File: src/rtl/pn_pkg.sv
// Shared constants and types for the PN sequence generator family.
package pn_pkg;

    // Widest LFSR the generator is meant to be built with.
    localparam int PN_N_MAX = 16;

    // Primitive Fibonacci tap masks (bit i set -> s[i] feeds the XOR).
    localparam logic [4:0] PN_POLY_5 = 5'b10100;        // x^5 + x^3 + 1
    localparam logic [6:0] PN_POLY_7 = 7'b1100000;      // x^7 + x^6 + 1
    localparam logic [8:0] PN_POLY_9 = 9'b100010000;    // x^9 + x^5 + 1

    // Registered per-chip output flags.
    typedef struct packed {
        logic pn;
        logic valid;
        logic epoch;
        logic lockup;
    } pn_flags_t;

    // Maximal-length period of an n-bit LFSR.
    function automatic int unsigned pn_period(input int unsigned n);
        return (32'd1 << n) - 32'd1;
    endfunction

endpackage

File: src/rtl/pn_seq_gen_if.sv
// Control/observation bundle of the PN generator: enable, seed load and
// the registered chip stream.
interface pn_seq_gen_if #(
    parameter int N = 5
) ();
    logic         en;
    logic         load;
    logic [N-1:0] seed;
    logic         pn;
    logic         pn_valid;
    logic         epoch;
    logic         lockup;
    logic [N-1:0] state;

    // Consumer side: drives control, observes the chip stream.
    modport master (
        output en, load, seed,
        input  pn, pn_valid, epoch, lockup, state
    );

    // Generator side.
    modport slave (
        input  en, load, seed,
        output pn, pn_valid, epoch, lockup, state
    );
endinterface

File: src/rtl/pn_chip_div.sv
// Chip-rate divider: one tick every DIV enabled clocks, synchronous clear.
module pn_chip_div #(
    parameter int DIV = 1
) (
    input  logic clk,
    input  logic rst_n,
    input  logic en_i,
    input  logic clr_i,
    output logic tick_o
);
    localparam logic [15:0] DIV_LAST = 16'(DIV - 1);

    logic [15:0] cnt_q, cnt_d;

    // Tick on the last count of an enabled clock; DIV=1 makes tick follow en.
    assign tick_o = en_i & (cnt_q == DIV_LAST);

    // Count enabled clocks, wrap on tick, clear takes priority.
    always_comb begin
        cnt_d = cnt_q;
        if (clr_i)
            cnt_d = '0;
        else if (tick_o)
            cnt_d = '0;
        else if (en_i)
            cnt_d = cnt_q + 16'd1;
    end

    // Counter register.
    always_ff @(posedge clk or negedge rst_n) begin
        if (!rst_n)
            cnt_q <= '0;
        else
            cnt_q <= cnt_d;
    end

endmodule

File: src/rtl/pn_seq_gen.sv
// Parametrised Fibonacci LFSR PN chip generator with chip-rate divider,
// seed load, period marker and all-zero lock-up recovery.
module pn_seq_gen
    import pn_pkg::*;
#(
    parameter int           N            = 5,                      // 3..16
    parameter logic [N-1:0] POLY         = PN_POLY_5,
    parameter logic [N-1:0] SEED_DEFAULT = {{(N-1){1'b0}}, 1'b1},  // nonzero
    parameter int           DIV          = 1                       // 1..65535
) (
    input  logic         clk,
    input  logic         rst_n,
    pn_seq_gen_if.slave  bus
);
    // Last chip index of a period; chip_cnt wraps to 0 after it.
    localparam logic [N-1:0] CHIP_LAST = N'(pn_period(N) - 1);

    logic [N-1:0] s_q, s_d;
    logic [N-1:0] chip_q, chip_d;
    pn_flags_t    out_q, out_d;

    logic         fb;
    logic [N-1:0] next_s;
    logic         s_zero;
    logic         seed_zero;
    logic [N-1:0] seed_eff;
    logic         clr;
    logic         tick;
    logic         adv;

    assign fb        = ^(s_q & POLY);
    assign next_s    = {s_q[N-2:0], fb};
    assign s_zero    = (s_q == '0);
    assign seed_zero = (bus.seed == '0);
    assign seed_eff  = seed_zero ? SEED_DEFAULT : bus.seed;

    // A load or a lock-up recovery restarts the chip timing from scratch.
    assign clr = bus.load | s_zero;
    assign adv = tick & ~clr;

    pn_chip_div #(
        .DIV (DIV)
    ) u_div (
        .clk    (clk),
        .rst_n  (rst_n),
        .en_i   (bus.en),
        .clr_i  (clr),
        .tick_o (tick)
    );

    // Next state: load beats recovery beats a chip advance; pn holds otherwise.
    always_comb begin
        s_d          = s_q;
        chip_d       = chip_q;
        out_d        = '0;
        out_d.pn     = out_q.pn;
        if (bus.load) begin
            s_d          = seed_eff;
            chip_d       = '0;
            out_d.lockup = seed_zero;
        end else if (s_zero) begin
            s_d          = SEED_DEFAULT;
            chip_d       = '0;
            out_d.lockup = 1'b1;
        end else if (adv) begin
            s_d         = next_s;
            chip_d      = (chip_q == CHIP_LAST) ? '0 : chip_q + 1'b1;
            out_d.pn    = s_q[N-1];
            out_d.valid = 1'b1;
            out_d.epoch = (chip_q == '0);
        end
    end

    // State, chip counter and output flag registers.
    always_ff @(posedge clk or negedge rst_n) begin
        if (!rst_n) begin
            s_q    <= SEED_DEFAULT;
            chip_q <= '0;
            out_q  <= '0;
        end else begin
            s_q    <= s_d;
            chip_q <= chip_d;
            out_q  <= out_d;
        end
    end

    assign bus.pn       = out_q.pn;
    assign bus.pn_valid = out_q.valid;
    assign bus.epoch    = out_q.epoch;
    assign bus.lockup   = out_q.lockup;
    assign bus.state    = s_q;

endmodule

File: src/flat_wrapper.sv
// flat-port wrapper written by rule: the top's interface ports become plain ports
module pn_seq_gen_flat import pn_pkg::*;
#(
    parameter int           N            = 5,                              
    parameter logic [N-1:0] POLY         = PN_POLY_5,
    parameter logic [N-1:0] SEED_DEFAULT = {{(N-1){1'b0}}, 1'b1},            
    parameter int           DIV          = 1                                  
)
  (clk, rst_n, bus_en, bus_load, bus_seed, bus_pn, bus_pn_valid, bus_epoch, bus_lockup, bus_state);
  pn_seq_gen_if #(.N(N)) bus_i ();
  input  logic clk;
  input  logic rst_n;
  input wire logic [$bits(bus_i.en)-1:0] bus_en;
  input wire logic [$bits(bus_i.load)-1:0] bus_load;
  input wire logic [$bits(bus_i.seed)-1:0] bus_seed;
  output wire logic [$bits(bus_i.pn)-1:0] bus_pn;
  output wire logic [$bits(bus_i.pn_valid)-1:0] bus_pn_valid;
  output wire logic [$bits(bus_i.epoch)-1:0] bus_epoch;
  output wire logic [$bits(bus_i.lockup)-1:0] bus_lockup;
  output wire logic [$bits(bus_i.state)-1:0] bus_state;
  assign bus_i.en = bus_en;
  assign bus_i.load = bus_load;
  assign bus_i.seed = bus_seed;
  assign bus_pn = bus_i.pn;
  assign bus_pn_valid = bus_i.pn_valid;
  assign bus_epoch = bus_i.epoch;
  assign bus_lockup = bus_i.lockup;
  assign bus_state = bus_i.state;
  pn_seq_gen #(.N(N), .POLY(POLY), .SEED_DEFAULT(SEED_DEFAULT), .DIV(DIV)) u_core (.clk(clk), .rst_n(rst_n), .bus(bus_i));
endmodule
File: config.mk
export PLATFORM = sky130hd
export DESIGN_NAME = pn_seq_gen_flat
export DESIGN_NICKNAME = d
export VERILOG_FILES = /design/src/rtl/pn_pkg.sv /design/src/rtl/pn_seq_gen_if.sv /design/src/rtl/pn_chip_div.sv /design/src/rtl/pn_seq_gen.sv /design/src/flat_wrapper.sv
export SDC_FILE = /design/constraint.sdc
export NUM_CORES = 1
export LEC_CHECK = 0
export BUFFER_PORTS_ARGS = -buffer_cell sky130_fd_sc_hd__buf_2
export CAP_MARGIN = 25
export CORE_MARGIN = 5
export CORE_UTILIZATION = 40
export CTS_BUF_LIST = sky130_fd_sc_hd__clkbuf_8 sky130_fd_sc_hd__clkbuf_16
export DETAILED_ROUTE_END_ITERATION = 12
export GPL_TIMING_DRIVEN = 1
export PLACE_DENSITY = 0.61
export SYNTH_ARGS = -nofsm -noshare
export SYNTH_HDL_FRONTEND = slang
export SYNTH_SLANG_ARGS = --single-unit
File: constraint.sdc
create_clock -name clk -period 1.91 [get_ports clk]
set_input_delay 0.382 -clock clk [delete_from_list [all_inputs] [get_ports clk]]
set_output_delay 0.382 -clock clk [all_outputs]
set_load 0.01 [all_outputs]
### Word-level counts from Yosys, hierarchy flattened

Cells that the tools add are included.

| word-level totals | value |
|---|---|
| output and inout port bits | 9 |
| bits in latches | 0 |
| ROM bits | 0 |
| bits of input ports | 9 |
| memories kept | 0 |
| memory bits (writable) | 0 |
| logic and storage cells | 40 |
| bits in registers | 30 |

| cells by class | value |
|---|---|
| mux-type cells | 16 |
| magnitude comparators | 0 |
| bitwise operators | 6 |
| add/sub/neg operators | 2 |
| reduce and logical (&&, ||, !) cells | 8 |
| multiply operators | 0 |
| div/mod/pow operators | 0 |
| shift-type cells | 0 |
| eq/ne operators | 1 |

Operators by type and width:

| kind | count |
|---|---|
| $mux W16 | 3 |
| $mux W5 | 8 |
| $add A16 B1 Y16 const B | 1 |
| $logic_not A16 Y1 | 1 |
| $logic_not A5 Y1 | 3 |
| $mux W2 | 3 |
| $reduce_bool A3 Y1 | 2 |
| $add A5 B1 Y5 const B | 1 |
| $eq A5 B5 Y1 const B | 1 |
| $reduce_xor A5 Y1 | 1 |
| $not A1 Y1 | 3 |
| $reduce_and A3 Y1 | 1 |
| $and A1 B1 Y1 | 2 |
| $mux W1 | 2 |
| $or A1 B1 Y1 | 1 |

### Logic depth before layout (Yosys ltp)

Gate-level depths: netlist of run 1.

| depth | value |
|---|---|
| word-level depth | 7 |
| mapped depth | 8 |
| gate-level depth less buffers | 6 |

### Modules after synthesis

A second synthesis of run 1 with hierarchy kept.

| unflattened totals | value |
|---|---|
| cell total of the unflattened synthesis | 174 |
| area total of the unflattened synthesis | 1654.1 um^2 |

By module, submodules not included:

| module | cells each | instances | area each (um^2) |
|---|---|---|---|
| pn_chip_div | 101 | 1 | 923.4 |
| pn_seq_gen | 73 | 1 | 730.7 |

### Least setup slack after synthesis of run 1

No wires, ideal clock.

| timing | value |
|---|---|
| path type | register to register |
| start point | register u_core.u_div.cnt_q[0] |
| end point | register u_core.s_q[0] (netlist: u_core.bus.state[0]) |
| period minus slack after synthesis | 1.795 ns |
| data arrival time | 1.712 ns |
| data required time | 1.828 ns |
| cell stages (with the launch flop) | 8 |
| slack | 0.115 ns |
| path through | dfrtp_1 -> inv_1 -> ha_1 -> nor4b_1 -> nand4_1 -> nand2b_1 -> buf_2 -> mux2_2 |

| on the way | value |
|---|---|
| longest elaborated chain between the ends | 4 |

Ends and longest elaborated chain:

| what | RTL line | source |
|---|---|---|
| start, declared | pn_chip_div.sv:13 | `logic [15:0] cnt_q, cnt_d;` |
| start signal, assigned | pn_chip_div.sv:34 | `cnt_q <= cnt_d;` |
| $logic_not A16 Y1 | pn_chip_div.sv:16 | `assign tick_o = en_i & (cnt_q == DIV_LAST);` |
| $and A1 B1 Y1 | pn_chip_div.sv:16 |  |
| $and A1 B1 Y1 | pn_seq_gen.sv:39 | `assign adv = tick & ~clr;` |
| $reduce_bool A3 Y1 (no line) | - |  |
| end signal, assigned | pn_seq_gen.sv:77 | `s_q <= SEED_DEFAULT;` |
| end signal, assigned | pn_seq_gen.sv:81 | `s_q <= s_d;` |
| end, declared | pn_seq_gen.sv:18 | `logic [N-1:0] s_q, s_d;` |

Every way passes these cells.
A chain may end at the register's enable or synchronous reset.

### Worst setup path after layout of run 1

| timing | value |
|---|---|
| start point | register u_core.u_div.cnt_q[0] |
| end point | register u_core.chip_q[4] |

| on the way | value |
|---|---|
| longest elaborated chain between the ends | 4 |

Ends and longest elaborated chain:

| what | RTL line | source |
|---|---|---|
| $logic_not A16 Y1 | pn_chip_div.sv:16 |  |
| $and A1 B1 Y1 | pn_chip_div.sv:16 |  |
| $and A1 B1 Y1 | pn_seq_gen.sv:39 |  |
| $reduce_bool A3 Y1 (no line) | - |  |
| end signal, assigned | pn_seq_gen.sv:82 | `chip_q <= chip_d;` |
| end, declared | pn_seq_gen.sv:19 | `logic [N-1:0] chip_q, chip_d;` |

Every way passes these cells.

==> results of run 1 <==
## layout make-up
class                      count  area, sq um
multi-input combinational    128          893
fill                         351         2020
inverter                       6         22.5
tap                           50         62.6
clock inverter                 2         33.8
clock buffer                   6         82.6
sequential                    30          752
timing repair buffer          30          190
## flip-flops by register name, indices dropped and copies added (netlist names)
signal and cells:
u_core.chip_q 5, u_core.bus.pn_valid 1, u_core.bus.pn 1, u_core.bus.lockup 1, u_core.bus.state 5, u_core.u_div.cnt_q 16
u_core.bus.epoch 1
## metal layers
layer  GRT usage (%)  wire length, um  up-vias
met2            22.9             1880       40
met5               0                0        -
li1                -                -      708
met4            5.73               68        0
met3            4.94              206        8
met1            19.7             1760      699
## metrics by stage
| stage | instance area, sq um | power (uW) | hold WS, ps | setup TNS (ps) |
|---|---|---|---|---|
| 6_report | 2040 | 1670 | 132 | 0 |
| 5_1_grt | 2040 | 1750 | 180 | -47.8 |
| 4_1_cts | 2000 | 1670 | 159 | 0 |
| 3_5_place_dp | 1870 | 1000 | 469 | -104 |
| 3_3_place_gp | 1850 | 990 | 454 | -838 |
| 2_1_floorplan | 1700 | 879 | 86.4 | 0 |
## final timing paths
path,slack [ps],start,to
worst max-delay path,120,u_core.u_div.cnt_q[0]$_DFFE_PN0P_,u_core.chip_q[4]$_DFFE_PN0P_
worst min-delay path,130,rst_n,u_core.bus.pn$_DFFE_PN0P_
worst max register to register,120,u_core.u_div.cnt_q[0]$_DFFE_PN0P_,u_core.chip_q[4]$_DFFE_PN0P_
worst min register to register,510,u_core.bus.pn$_DFFE_PN0P_,u_core.bus.pn$_DFFE_PN0P_
max in group asynchronous,1340,rst_n,u_core.u_div.cnt_q[13]$_DFFE_PN0P_
min in group clk,340,bus_seed[2],u_core.bus.state[2]$_DFFE_PN0P_
## layout by cell type, fill, tap and decap left out, types with 2 or more instances in the layout
master    instances
nor3_1            3
dfrtp_1          29
o21ai_0           6
nor4_1            5
nand2b_1          5
buf_4            11
inv_1             7
or3_1             4
mux2_2            2
mux2i_1           4
clkbuf_8          6
or4_1             4
and4_1            2
nor2_1            6
a21oi_1          17
buf_2            17
nand4_1           6
o31ai_1           7
ha_1              5
a31oi_1           3
a21oi_2           3
nor4b_2           3
xor2_1            3
nand2_1          11
or4_4             3
and3_1            2
nand3_1          12
buf_6             2
## kinds of logic (layout without fill, tap and decap cells)
group	after synthesis	after routing
simple gates	72	72
compound gates	42	42
flops	30	30
buf+inv	18	44
mux	6	6
fa+ha+maj	5	5
xor+xnor	3	3
## power groups by stage
stage	Sequential, uW	Combinational, uW	Clock, uW
finish	725	286	657
global route	732	315	705
CTS	725	282	667
detailed placement	731	274	0
global placement	727	263	0
floorplan	748	131	0
## what timing repair did
action / 4_1_cts / 5_1_grt
setup endpoints to repair: 5 / 22
buffers inserted: 0 / 2
pin swaps: 0 / 2
resized for setup: 3 / 4
## critical path, delay by kind of cell (launching register included)
kind	cells	cell delay (ps)
flip-flops	1	420
adder cells (fa/ha/maj)	1	190
AO/OA/AOI/OAI	1	110
buffers and inverters	1	90
AND/OR/NAND/NOR	3	880
==> impl_results.md, run 1 <==
* Status: finished clean
* Initial Utilization at about two fifths
* Post-Syn Area per Cell at a little under 10 sq um
* Syn Std Cell Area at around 1700 sq um
* #FFs+latches synth at 30
* Clock transition at path regs at roughly 70 ps
* Kind of critical path: reg -> reg
* Routed WL at between 3 and 4 mm
* Seq/Total Area, Yosys at between 40% and 50%
* Clk root buf: clkbuf_8
* Most common cell in the synthesized netlist: dfrtp_1
* Post-layout nets at 215
* Psw at roughly 440 uW
* Synth cell types at 39
* Leakage power at 0.000861 uW
* EDFF count, synth at 0
* Max cap viols at 0
* RSZ-0062 raised after global routing: true
* Detailed Place HPWL at around 2.8 mm
* Internal power at about 1200 uW
* I/O pins at 18
* Post-route insts no fill at between 200 and 300
* Die area at between 5000 and 6000 sq um
* Slew Viols, Final at 0
* WL/cell at approximately 16 um
* Antenna violations before repair at 0
* CP Max Fanout at 7
* Total number of vias at approximately 1500
* Layout cells sized above 1 at around a quarter
* Initial DRC Count at 75
* CP peak stage delay at about 420 ps
* Fmax at approximately 560 MHz
* Startpoint types: flip-flop
* Clock share of power at between 30% and 40%
* XOR/XNOR Fraction of Synth Area at between 1.5 and 2%
* Switching part of the total at between 20% and 30%
* CTS tree: done
* Adder-cell area share of the yosys netlist at under 10%
* Drt via density at ~5.8
* Std cell rows at 23
* YS warnings at 0
* Skew final at 11.0 ps
* R2R cell count at 6
* Routed Antenna Nets at 0
* GRT overflow at 0
* Port Buf Inserts at 17
* GRT Util Overall at between 10% and 20%
* DRC viols at 0
* Post-synth top cells: 29 x dfrtp_1, 17 x a21oi_1, 12 x nand3_1
* Core area at 4060 sq um
* Rel. slew slack at approximately 55%
* Die height at roughly 75 um
* Measured slew at the worst slew-check pin at approximately 670 ps
* Synth Area in Compound Gates at 15.7%
* Synth Net Count at 190
* Placed cell count at around 240
* Synth Area in Simple Gates at around a quarter
* Asr flop ratio synth at between 90% and 100%
* 1st-pass router iterations at 4
* Cell taking the most area after synthesis: dfrtp_1
* Cell Chain, Critical Path: inv_1 > ha_1 > nor4b_2 > and4_2 > a21oi_1 > nor4_1
* Largest net degree at the start of global routing at 31
* Worst setup EP type: flip-flop
* Synthesized netlist cell count at around 180
* Vias in the first global route at between 1000 and 1500
* CP max stage cell: dfrtp_1
* Clk buf depth at 2
* Clock sink count at 30
* Pwr Density at between 800 and 900 nW/um^2
* Final hold vios at 0
* # hold bufs at CTS at 0
* Pre-CTS setup slack at -47.7 ps
* Final period util at approximately 94%
* Combinational Power Share at approximately 17%
* Hold Path Class: in -> async
* Area Overhead vs Synth at 20.1%
* Post-synth top flop: dfrtp_1
* Number of H-tree levels at 2
* Final setup fails at 0
* Worst Path Arrival at ~2000 ps
* Global placement routability congestion at approximately 0.86
* Mux cell area share after synthesis at 3.69%
* Leading post-synthesis cells by cell area: dfrtp_1 43%, a21oi_1 5.0%, ha_1 3.7%
* Largest family of logic cells by synthesized area: simple AND/OR/NAND/NOR gates
* Fin crit period at 1790 ps
* Clk Latency, worst-skew pair at roughly 290 ps
* Final Util at roughly 50%
* Top-area cell type share of the netlist area at 42.8%
* Num CTS Buffers at 5
* Required @ worst endpoint at between 2000 and 2500 ps
* First-pass GRT wire length at roughly 6.3 mm
* Ant. Diodes at 0
* Maximum VDD drop at 388 uV
* Die X at ~75 um
* Worst Slack Setup Final at 119 ps
* Seq pwr share at 43.5%
Note: power is estimated with default switching activity, not from simulation.
==> run 2: changes to the inputs <==
Settings changed: PLACE_DENSITY 0.61 to 0.67.
==> run 2 against run 1 <==
  * Routed wire length decreased by 6.7%
  * Via count decreased by 1.2%
  * Clock power increased by 22%
  * Global-route usage decreased by 0.23 points
  * Non-clock buffer count increased by 6
  * Utilization increased by 1.2 points
  * Die area unchanged
  * Final area increased by 2.3%
  * Clock skew decreased by 5.2 ps
  * Critical endpoint is now u_core.u_div.cnt_q[0]$_DFFE_PN0P_
  * Largest cell class unchanged
  * Highest routed layer unchanged
==> impl_results.md, run 2 (synthesized netlist as in run 1, its figures left out) <==
* Number of H-tree levels at 2 (unchanged)
* Seq pwr share at 39.2% (was 43.5%)
* Startpoint types: flip-flop (unchanged)
* Detailed Place HPWL at 2.65 mm (was 2.78 mm)
* Fin crit period at 1790 ps (about the same)
* CP Max Fanout at 14 (was 7)
* Die X at 75.1 um (unchanged)
* Global placement routability congestion at 0.813 (was 0.859)
* Commonest non-fill, non-tap cell in the layout: dfrtp_1 (unchanged)
* Required @ worst endpoint at 2070 ps (was 2100 ps)
* Fmax at 558 MHz (about the same)
* Placed cell count at 250 (was 242)
* Worst setup EP type: flip-flop (unchanged)
* Internal power at 1380 uW (was 1230 uW)
* Ant. Diodes at 0 (unchanged)
* Post-route insts no fill at 258 (was 252)
* GRT Util Overall at 14.8% (was 15.0%)
* R2R cell count at 7 (was 6)
* Clk root buf: clkbuf_8 (unchanged)
* Max cap viols at 0 (unchanged)
* Most frequent cells in the layout: 29 x dfrtp_1, 19 x buf_4, 17 x a21oi_1, 17 x buf_2, 12 x nand3_1 (was 29 x dfrtp_1, 17 x a21oi_1, 17 x buf_2)
* Routed Antenna Nets at 0 (unchanged)
* Measured slew at the worst slew-check pin at 678 ps (was 669 ps)
* Post-layout nets at 221 (was 215)
* Switching part of the total at 23.9% (was 26.2%)
* Routed WL at 3.65 mm (was 3.91 mm)
* Pre-CTS setup slack at -87.4 ps (was -47.7 ps)
* Clock share of power at 44.3% (was 39.4%)
* Hold Path Class: in -> async (unchanged)
* Final setup fails at 0 (unchanged)
* Initial Utilization at 41.8% (unchanged)
* Leakage power at 0.000892 uW (was 0.000861 uW)
* Combinational Power Share at 16.5% (was 17.2%)
* Num CTS Buffers at 5 (unchanged)
* Psw at 434 uW (was 436 uW)
* Die area at 5640 sq um (unchanged)
* Area Overhead vs Synth at 22.9% (was 20.1%)
* CTS tree: done (unchanged)
* Max reg flops at 16 (unchanged)
* Final Util at 51.4% (was 50.2%)
* Antenna violations before repair at 0 (unchanged)
* Clk Latency, worst-skew pair at 290 ps (about the same)
* First-pass GRT wire length at 6.17 mm (was 6.33 mm)
* Port Buf Inserts at 17 (unchanged)
* Clk buf depth at 2 (unchanged)
* Kind of critical path: reg -> reg (unchanged)
* # hold bufs at CTS at 0 (unchanged)
* Core area at 4060 sq um (unchanged)
* RSZ-0062 raised after global routing: false (was true)
* Reg with most FFs: u_core.u_div.cnt_q (unchanged)
* I/O pins at 18 (unchanged)
* Initial DRC Count at 74 (was 75)
* Rel. slew slack at 54.7% (was 55.4%)
* Status: finished clean (unchanged)
* Worst Slack Setup Final at 118 ps (was 119 ps)
* Total number of vias at 1437 (was 1455)
* GRT overflow at 0 (unchanged)
* Pwr Density at 870 nW/um^2 (was 819 nW/um^2)
* Final period util at 93.8% (about the same)
* Worst Path Arrival at 1960 ps (was 1980 ps)
* Clock sink count at 30 (unchanged)
* Skew final at 5.81 ps (was 11.0 ps)
* Vias in the first global route at 1335 (was 1333)
* Clock transition at path regs at 70 ps (about the same)
* WL/cell at 14.1 um (was 15.5 um)
* 1st-pass router iterations at 4 (unchanged)
* Die height at 75.1 um (unchanged)
* Maximum VDD drop at 476 uV (was 388 uV)
* Final hold vios at 0 (unchanged)
* Std cell rows at 23 (unchanged)
* Layout cells sized above 1 at 27.9% (was 26.2%)
* Slew Viols, Final at 0 (unchanged)
* Drt via density at 5.57 (was 5.77)
* Largest net degree at the start of global routing at 31 (unchanged)
* DRC viols at 0 (unchanged)
[run 2: changes by cell type in the layout (fill, tap and decap cells not counted)]
| cell | delta |
|---|---|
| and4_1 | +1 |
| and4_2 | -1 |
| buf_4 | +8 |
| buf_6 | -2 |
| bufinv_16 | +1 |
| inv_1 | -1 |
| nor4_2 | +1 |
| nor4_4 | -1 |
| nor4b_1 | +1 |
| nor4b_2 | -1 |
[run 2: metal layers]
metal  track usage (%)  up-vias  routed length, um
met1              19.0      685               1720
met5                 0        -                  0
met3              4.54        8                133
met2              22.5       24               1710
met4              7.11        0                 83
li1                  -      720                  -
[run 2: through the flow]
step	total power (uW)	TNS [ps]	hold WS [ps]	cell area, sq um
after floorplan	879	0	86.4	1700
after global placement	1020	-82.5	459	1920
after detailed placement	1020	-221	456	1920
after CTS	1830	0	147	2070
after global routing	1900	0	178	2080
final	1810	0	122	2080
[run 2: final cells by class]
type / count / area, sq um
fillers: 386 / 1970
clock inverters: 2 / 60.1
inverters: 6 / 22.5
multi-input cells: 128 / 877
repair buffers: 36 / 228
well taps: 50 / 62.6
flip-flops and latches: 30 / 752
clock buffers: 6 / 82.6
[run 2: power groups by stage]
stage               sequential [uW]  clock (uW)  combinational (uW)
floorplan                       748           0                 131
global placement                722           0                 295
detailed placement              723           0                 296
CTS                             711         818                 303
global route                    716         848                 334
finish                          710         803                 299
[run 2: final timing paths]
kind,slack [ps],end,from
worst max-delay path,120,u_core.u_div.cnt_q[0]$_DFFE_PN0P_,u_core.u_div.cnt_q[0]$_DFFE_PN0P_
worst min-delay path,120,u_core.u_div.cnt_q[8]$_DFFE_PN0P_,rst_n
worst max register to register,120,u_core.u_div.cnt_q[0]$_DFFE_PN0P_,u_core.u_div.cnt_q[0]$_DFFE_PN0P_
worst min register to register,510,u_core.bus.pn$_DFFE_PN0P_,u_core.bus.pn$_DFFE_PN0P_
max in group asynchronous,1350,u_core.bus.state[2]$_DFFE_PN0P_,rst_n
min in group clk,330,u_core.bus.state[2]$_DFFE_PN0P_,bus_seed[2]
[run 2: critical path, stage by stage, from the launching register on]
cell,delay (ps)
dfrtp_1,430
inv_1,100
ha_1,160
nor4b_2,240
nand4_1,160
nand2b_1,220
buf_4,260
o21ai_0,110
[run 2: what timing repair did]
action	4_1_cts	5_1_grt
gates resized for setup	1	2
setup buffers	0	0
endpoints found under the setup margin	10	20
==> run 3: changes to the inputs <==
Clock period 1.91 ns to 1.55 ns, I/O delays scaled along.
==> run 3 against run 2 <==
  * The run now ends with negative setup slack left
  * Critical endpoint is now u_core.bus.state[0]$_DFFE_PN1P_
  * Die area unchanged
  * Via count rose by 22%
  * Power increased by 18%
  * Routed wire length is 42% higher
  * Clock power is 16% lower
  * Sequential cell count is the same
  * Combinational power increased by 91%
  * Worst setup slack got worse by 240 ps
  * Register-to-register slack got worse by 240 ps
  * Utilization is 15 points higher
  * Global-route usage grew 5.0 points
  * Sequential share of layout area fell by 7.8 points
==> impl_results.md, run 3 (synthesized netlist as in run 1, its figures left out) <==
* Met3 Resource Use GR at 4.67% (was 4.54%)
* Pre-CTS setup slack at -371 ps (was -87.4 ps)
* DRC viols at 0 (unchanged)
* CP max stage cell: dfrtp_1 (unchanged)
* Clock sink count at 30 (unchanged)
* Commonest non-fill, non-tap cell in the layout: buf_4 (was dfrtp_1)
* Die height at 75.1 um (unchanged)
* Max reg flops at 16 (unchanged)
* Final hold vios at 0 (unchanged)
* Rel. slew slack at 71.2% (was 54.7%)
* Startpoint types: flip-flop (unchanged)
* Largest net degree at the start of global routing at 17 (was 31)
* GR Util met2 at 35.2% (was 22.5%)
* Antenna violations before repair at 0 (unchanged)
* GRT Util Overall at 19.8% (was 14.8%)
* Slew Viols, Final at 0 (unchanged)
* Global placement routability congestion at 0.821 (was 0.813)
* Pwr Density at 796 nW/um^2 (was 870 nW/um^2)
* Maximum VDD drop at 646 uV (was 476 uV)
* Final hold slack at 304 ps (was 122 ps)
* Worst Slack Setup Final at -126 ps (was 118 ps)
* Hold Path Class: in -> reg (was in -> async)
* Measured slew at the worst slew-check pin at 428 ps (was 678 ps)
* Drt via density at 5.91 (was 5.57)
* CP delay by family, top: simple AND/OR/NAND/NOR gates (unchanged)
* Final period util at 108% (was 93.8%)
* Most frequent cells in the layout: 40 x buf_4, 24 x dfrtp_1, 17 x buf_2 (was 29 x dfrtp_1, 19 x buf_4, 17 x a21oi_1, 17 x buf_2, 12 x nand3_1)
* Clock transition at path regs at 70 ps (about the same)
* Overall power at 2130 uW (was 1810 uW)
* Initial Utilization at 41.8% (unchanged)
* Die X at 75.1 um (unchanged)
* Fmax at 597 MHz (was 558 MHz)
* Leakage power at 0.00114 uW (was 0.000892 uW)
* First-pass GRT wire length at 8.31 mm (was 6.17 mm)
* Num CTS Buffers at 5 (unchanged)
* CP Max Fanout at 5 (was 14)
* Clk buf depth at 2 (unchanged)
* Worst Hold Launch: bus_seed[2]
* Ant. Diodes at 0 (unchanged)
* Initial DRC Count at 115 (was 74)
* Core area at 4060 sq um (unchanged)
* Clk Latency, worst-skew pair at 290 ps (about the same)
* R2R Path Start: u_core.u_div.cnt_q[14]$_DFFE_PN0P_ (was u_core.u_div.cnt_q[0]$_DFFE_PN0P_)
* Total number of vias at 1755 (was 1437)
* CP peak stage delay at 410 ps (was 430 ps)
* Vias in the first global route at 1739 (was 1335)
* Skew final at 9.67 ps (was 5.81 ps)
* Launch point of the worst path: u_core.u_div.cnt_q[14]$_DFFE_PN0P_ (was u_core.u_div.cnt_q[0]$_DFFE_PN0P_)
* 1st-pass router iterations at 4 (unchanged)
* Max cap viols at 0 (unchanged)
* WL/cell at 17.4 um (was 14.1 um)
* GR peak layer: met2 (unchanged)
* Area Overhead vs Synth at 57.9% (was 22.9%)
* Routed Antenna Nets at 0 (unchanged)
* Final setup fails at 27 (was 0)
* Reg with most FFs: u_core.u_div.cnt_q (unchanged)
* Kind of critical path: reg -> reg (unchanged)
* Worst setup EP type: flip-flop (unchanged)
* Layout cells sized above 1 at 58.3% (was 27.9%)
* Clk root buf: clkbuf_8 (unchanged)
* Met1 Usage GRT at 23.7% (was 19.0%)
* Failing checks: negative setup slack
* Required @ worst endpoint at 1760 ps (was 2070 ps)
* Number of buffers and inverters on the critical path at 1 (was 2)
* CTS tree: done (unchanged)
* Die area at 5640 sq um (unchanged)
* Std cell rows at 23 (unchanged)
* Fin crit period at 1680 ps (was 1790 ps)
* Routed WL at 5.18 mm (was 3.65 mm)
* Post-layout nets at 260 (was 221)
* Port Buf Inserts at 17 (unchanged)
* I/O pins at 18 (unchanged)
* Detailed Place HPWL at 3.24 mm (was 2.65 mm)
* GRT overflow at 0 (unchanged)
* Worst Path Arrival at 1890 ps (was 1960 ps)
* Status: finished, violations left (was finished clean)
* Cell Chain, Critical Path: nor4_4 > buf_4 > nand4_1 > nand2b_4 > mux2_4 (was inv_1 > ha_1 > nor4b_2 > nand4_1 > nand2b_1 > buf_4 > o21ai_0)
* Number of H-tree levels at 2 (unchanged)
* RSZ-0062 raised after global routing: true (was false)
run 3: changes by cell type in the layout (fill, tap and decap cells not counted), sizes merged:
cell,change
clkinvlp,+1
bufinv,-2
buf,+36
clkinv,+1
a211oi,+2
dlygate4sd3,+1
run 3: final cells by class:
cell class              instances  area, sq um
flip-flops and latches         30          758
clock inverters                 2         12.5
inverters                       6         22.5
fillers                       289         1380
clock buffers                   6         82.6
repair buffers                 73          577
well taps                      50         62.6
multi-input cells             130         1160
run 3: worst min-delay path, stage by stage:
cell and delay [ps]:
buf_2 110, nand2_1 50, o21ai_1 70
run 3: routing by layer:
layer / up-vias / wire, um
li1: 806 / -
met2: 71 / 2700
met5: - / 0
met3: 12 / 263
met4: 0 / 80
met1: 866 / 2140
run 3: worst paths after layout:
| kind | end | slack, ps | depth (start not counted) |
|---|---|---|---|
| setup / recovery | u_core.bus.state[0]$_DFFE_PN1P_ | -130 | 5 |
| hold / removal | u_core.bus.state[2]$_DFFE_PN0P_ | 300 | 3 |
| setup reg to reg | u_core.bus.state[0]$_DFFE_PN1P_ | -130 | 5 |
| hold reg to reg | u_core.bus.pn$_DFFE_PN0P_ | 520 | 1 |
| max in group asynchronous | u_core.u_div.cnt_q[2]$_DFFE_PN0P_ | 620 | 3 |
| min in group asynchronous | u_core.u_div.cnt_q[15]$_DFFE_PN0P_ | 490 | 2 |
run 3: metrics by stage:
| step | utilization [%] | std cells | cell area (sq um) | TNS [ps] |
|---|---|---|---|---|
| detailed placement | 53.4 | 275 | 2170 | -5940 |
| finish | 66.0 | 297 | 2680 | -1520 |
| floorplan | - | 176 | 1770 | -1030 |
| global route | 66.0 | 297 | 2680 | -3130 |
| CTS | 61.8 | 294 | 2510 | -1520 |
| global placement | 53.4 | 275 | 2170 | -4110 |
run 3: what timing repair did:
action / CTS / global route
endpoints found under the hold margin: 14 / 0
gates resized for setup: 41 / 38
gates cloned: 3 / 0
hold buffers: 1 / 0
buffers inserted: 7 / 3
endpoints found under the setup margin: 28 / 30
pin swaps: 18 / 7
run 3: power by group:
part	internal (uW)	switching, uW
combinational	283	289
clock	356	319
sequential	841	43.5
